<file path="src/rtl/cnn_cdc_pkg.sv">
// rtl/cnn_cdc_pkg.sv - shared state encoding and parameter defaults for the go/done responder
// Watchdog default width exists only when GO_RESP_TIMEOUT_EN is defined.
package cnn_cdc_pkg;

    typedef enum logic [1:0] {
        IDLE  = 2'd0,
        START = 2'd1,
        RUN   = 2'd2,
        DONE  = 2'd3
    } go_resp_state_e;

    localparam int PEND_W_DEF = 4;
`ifdef GO_RESP_TIMEOUT_EN
    localparam int TIMEOUT_W_DEF = 16;
`endif

endpackage

</file>
<file path="src/rtl/go_resp_wdog.sv">
// rtl/go_resp_wdog.sv - job watchdog: clearable up-counter with a terminal-count pulse
module go_resp_wdog #(
    parameter int           W     = 16,
    parameter logic [W-1:0] LIMIT = '1
) (
    input  logic clk_i,
    input  logic rst_i,
    input  logic clear_i,
    input  logic en_i,
    output logic tc_o
);

    logic [W-1:0] cnt;

    always_ff @(posedge clk_i) begin
        if (rst_i || clear_i) begin
            cnt <= '0;
        end else if (en_i) begin
            cnt <= cnt + 1'b1;
        end
    end

    // Fires on the last permitted cycle so the owner leaves on the following edge.
    assign tc_o = en_i && (cnt == LIMIT - 1'b1);

endmodule

</file>
<file path="src/rtl/go_done_responder.sv">
// rtl/go_done_responder.sv - engine-side go/done toggle responder; GO_RESP_TIMEOUT_EN adds the job watchdog
module go_done_responder
    import cnn_cdc_pkg::*;
#(
    parameter int PEND_W = PEND_W_DEF
`ifdef GO_RESP_TIMEOUT_EN
   ,parameter int                   TIMEOUT_W = TIMEOUT_W_DEF,
    parameter logic [TIMEOUT_W-1:0] TIMEOUT   = '1
`endif
) (
    input  logic              clk_i,
    input  logic              rst_i,
    input  logic              go_i,
    input  logic              eng_busy_i,
    output logic              eng_start_o,
    input  logic              eng_done_i,
    output logic              done_flip_o,
    output logic              done_o,
    output logic [PEND_W-1:0] pending_o,
    output logic              err_ovf_o,
    output logic              err_tmo_o,
    output logic [1:0]        state_o
);

    localparam logic [PEND_W-1:0] PEND_MAX = '1;

    go_resp_state_e    state;
    go_resp_state_e    state_nx;
    logic [PEND_W-1:0] pending;
    logic              in_done;
    logic              go_acc;
    logic              tmo_hit;

    always_ff @(posedge clk_i) begin
        if (rst_i) begin
            state <= IDLE;
        end else begin
            state <= state_nx;
        end
    end

    always_comb begin
        state_nx = state;
        case (state)
            IDLE:    if (pending != '0 && !eng_busy_i) state_nx = START;
            START:   state_nx = RUN;
            RUN:     if (eng_done_i || tmo_hit) state_nx = DONE;
            DONE:    state_nx = IDLE;
            default: state_nx = IDLE;
        endcase
    end

    assign in_done = (state == DONE);
    // A full counter can still take a request in the cycle that retires one.
    assign go_acc  = go_i && (pending != PEND_MAX || in_done);

    always_ff @(posedge clk_i) begin
        if (rst_i) begin
            pending     <= '0;
            err_ovf_o   <= 1'b0;
            eng_start_o <= 1'b0;
            done_flip_o <= 1'b0;
        end else begin
            if (go_acc && !in_done) begin
                pending <= pending + 1'b1;
            end else if (!go_i && in_done) begin
                pending <= pending - 1'b1;
            end
            if (go_i && !go_acc) begin
                err_ovf_o <= 1'b1;
            end
            eng_start_o <= (state == START);
            if (state == RUN && state_nx == DONE) begin
                done_flip_o <= ~done_flip_o;
            end
        end
    end

`ifdef GO_RESP_TIMEOUT_EN
    go_resp_wdog #(
        .W     (TIMEOUT_W),
        .LIMIT (TIMEOUT)
    ) u_wdog (
        .clk_i   (clk_i),
        .rst_i   (rst_i),
        .clear_i (state == START),
        .en_i    (state == RUN),
        .tc_o    (tmo_hit)
    );

    // A genuine completion on the terminal cycle is not counted as a timeout.
    always_ff @(posedge clk_i) begin
        if (rst_i) begin
            err_tmo_o <= 1'b0;
        end else if (tmo_hit && !eng_done_i) begin
            err_tmo_o <= 1'b1;
        end
    end
`else
    assign tmo_hit   = 1'b0;
    assign err_tmo_o = 1'b0;
`endif

    assign done_o    = in_done;
    assign pending_o = pending;
    assign state_o   = state;

endmodule
</file>
<file path="config.mk">
export PLATFORM = sky130hd
export DESIGN_NAME = go_done_responder
export DESIGN_NICKNAME = d
export VERILOG_FILES = /design/src/rtl/cnn_cdc_pkg.sv /design/src/rtl/go_resp_wdog.sv /design/src/rtl/go_done_responder.sv
export SDC_FILE = /design/constraint.sdc
export NUM_CORES = 1
export LEC_CHECK = 0
export CORE_MARGIN = 1.5
export CORE_UTILIZATION = 39
export CTS_CLUSTER_DIAMETER = 100
export DETAILED_ROUTE_END_ITERATION = 8
export GPL_ROUTABILITY_DRIVEN = 0
export MAX_ROUTING_LAYER = met4
export PLACE_DENSITY = 0.77
export SETUP_SLACK_MARGIN = 0.5
export SLEW_MARGIN = 20
export SYNTH_ARGS = -nofsm -noshare
export SYNTH_HDL_FRONTEND = slang
export SYNTH_SLANG_ARGS = --single-unit
</file>
<file path="constraint.sdc">
create_clock -name clk_i -period 2.2 [get_ports clk_i]
set_input_delay 0.44 -clock clk_i [delete_from_list [all_inputs] [get_ports clk_i]]
set_output_delay 0.44 -clock clk_i [all_outputs]
set_load 0.02 [all_outputs]
</file>
==> results.md <==
* Status: finished, final reports clean
* Sequential share of the synthesized area at 34.8%
* Worst hold endpoint: err_ovf_o
* R2R depth at 7
* Internal power contribution at 515 uW
* Most frequent cells in the layout: buf_4 (8), nor2_1 (6), nor2b_1 (5), clkdlybuf4s50_1 (5), dlygate4sd2_1 (5)
* Area Growth Syn to Fin at 78.0%
* Setup Viol. Count Final at 0
* Routed WL per cell at 15.0 microns
* Num CTS Buffers at 3
* Fin. max-slew vios at 0
* HPWL after detailed placement at about 820 microns
* Clock Power Share at between 10% and 20%
* Data required, critical path at 2370 ps
* Static leakage at roughly 0.00045 uW
* Setup TNS at 0 ps
* Synth Register Bits at 9
* RSZ-0062 raised after global routing: yes
* Switching Fraction at between 40 and 50%
* Largest net degree at the start of global routing at 8
* Clock transition at the registers of the reported paths at approximately 70 ps
* I/O pin total at 16
* Crit path DAT at between 2000 and 2500 ps
* Critical Path Sink Type: flop
* Total wire length at approximately 1500 microns
* Crit-path slowest cell: dfxtp_2
* Layout Utilization at around 80%
* Comb pwr share at between 50% and 60%
* # diodes at 0
* Power density over cell area at around 930 nW/um^2
* Crit path largest cell delay at between 400 and 500 ps
* Mapped Cells at 58
* NetSw at 345 uW
* Antenna-violating nets left at 0
* Final min period at just under 2000 ps
* Total core area at between 1000 and 1500 sq um
* Cell Area, Synth at between 500 and 600 sq um
* Std-Cell Rows at 12
* Initial antenna violation count at 0
* Overall power at between 800 and 900 uW
* Hold path depth at 2
* Crit-path max FO at 6
* Die area at between 1500 and 2000 sq um
* Ys Warns at 0
* H-tree depth at 1
* DRC violations left at 0
* Final Cycle Share at 87.8%
* Post-route cell area at slightly above 900 sq um
* Total Routing Usage GR at approximately 19%
* DP Area at 738 sq um
* Fill cells at 73
* Grt ovf at 0
* DRT iter0 DRCs at 11
* Critical Path, Cell by Cell: nand4_1 -> nand2_4 -> ha_4 -> a21oi_4 -> nand2_2 -> a31oi_4 -> mux2_4
* Share of cells above drive strength 1 at approximately 45%
* Number of global-route vias before repair at about 420
* CTS tree: yes
* Worst hold slack at 520 ps
* Nets at between 90 and 100
* R2r startpoint: pending_o[0]
* Sequential power share at 30.4%
* Post-synth cell types at 24
* Die height at about 39 microns
* Final Skew at between 10 and 15 ps
* Vias per inst at slightly below 5
* Global-route wire length before repair at approximately 1800 microns
* Worst VDD drop at roughly 0.49 mV
* Later-pin clock latency in the skew report at around 280 ps
* Peak Freq at ~520 MHz
* # clock sinks at 9
* Hold Fails Final Rpt at 0
* Starting Density at 44.2%
* Vias at 486
* Min-Delay Path Class: flop to flop
* Setup slack, reg-to-reg at around 270 ps
* Horiz. Die Dim at roughly 39 microns
* Syn_nets at 70
* Startpoint Class: flop
* HP Start: err_ovf_o
* Reg2reg end: pending_o[3]
* Critical path type: flop to flop
* Most common cell after layout, fill and taps aside: buf_4
* DRT Pass-1 Iters at 4
* Root Buffer: clkbuf_4
* Max-cap violations at 0
* IO Port Bufs at 14
* Clock buffer depth at 2
* Syn avg cell area at a little under 9 sq um
[through the flow]
stage | setup WS [ps] | std cells
3_3_place_gp | -130 | 88
6_report | 268 | 98
3_5_place_dp | -179 | 88
5_1_grt | 184 | 98
4_1_cts | 326 | 97
2_1_floorplan | 248 | 58
[power groups by stage]
stage / Combinational [uW] / Sequential, uW / Clock (uW)
finish: 463 / 261 / 136
global route: 505 / 270 / 149
detailed placement: 331 / 264 / 0
floorplan: 169 / 299 / 0
CTS: 358 / 251 / 135
global placement: 328 / 263 / 0
[flip-flops by register name (all words and copies together) (netlist names)]
signal and count:
eng_start_o 1, state_o 2, done_flip_o 1, err_ovf_o 1
pending_o 4
[routing by layer]
layer	GRT usage [%]	share of wire [%]	vias to the layer above
met5	-	0	-
met4	10.3	2.4	0
met3	8.52	4.8	5
met2	27.0	48	12
met1	22.7	45	224
li1	-	-	245
[area by class of cell]
class / count / area (sq um) / area share (%)
clock buffers: 4 / 26.3 / 2.85
repair buffers: 24 / 219 / 23.7
multi-input cells: 43 / 445 / 48.3
inverters: 4 / 20.0 / 2.17
well taps: 14 / 17.5 / 1.90
flip-flops and latches: 9 / 194 / 21.0
[cell families after synthesis]
group,share of synthesized area [%]
compound gates,9.91
xor+xnor,3.38
fa+ha+maj,18.4
buf+inv,5.07
flops,34.8
mux,6.28
other cells,0.724
simple gates,21.5
[synthesized netlist by cell type]
library cell  count  area, sq um
a31oi_1           1         6.26
nand2_1           3         11.3
conb_1            1         3.75
nor3_1            2         10.0
inv_1             4         15.0
mux2_1            1         11.3
ha_1              6         75.1
fa_1              1         20.0
dfxtp_1           9          180
mux2_2            1         11.3
o21bai_1          1         7.51
clkbuf_1          1         3.75
nand3_1           1         5.00
nor4_1            1         6.26
or3_1             1         6.26
a21oi_2           2         17.5
mux2i_1           1         10.0
buf_4             1         7.51
nor2_1            6         22.5
a21oi_1           4         20.0
nor2b_1           6         37.5
and3_1            1         6.26
xor2_1            2         17.5
nand4_1           1         6.26
[worst max-delay path by stage]
stage | from | endpoint | slack, ps
2_1_floorplan | state_o[0] | pending_o[3] | 250
3_3_place_gp | go_i | pending_o[3] | -130
3_5_place_dp | go_i | pending_o[3] | -180
4_1_cts | state_o[1] | pending_o[3] | 330
5_1_grt | pending_o[0] | pending_o[3] | 180
6_report | pending_o[0] | pending_o[3] | 270
[critical path: cells and delay by family, from the launching register on]
| kind | cells | cell delay, ps |
|---|---|---|
| mux | 1 | 310 |
| simple gates | 3 | 500 |
| fa+ha+maj | 1 | 240 |
| compound gates | 2 | 350 |
| flops | 1 | 430 |
[timing repair]
item                       4_1_cts  5_1_grt
hold buffers                     0        0
pin swaps                        7       12
gates resized for setup         10       27
buffers inserted                 5        1
setup endpoints to repair        8        8
(Power assumes the default switching activity.)
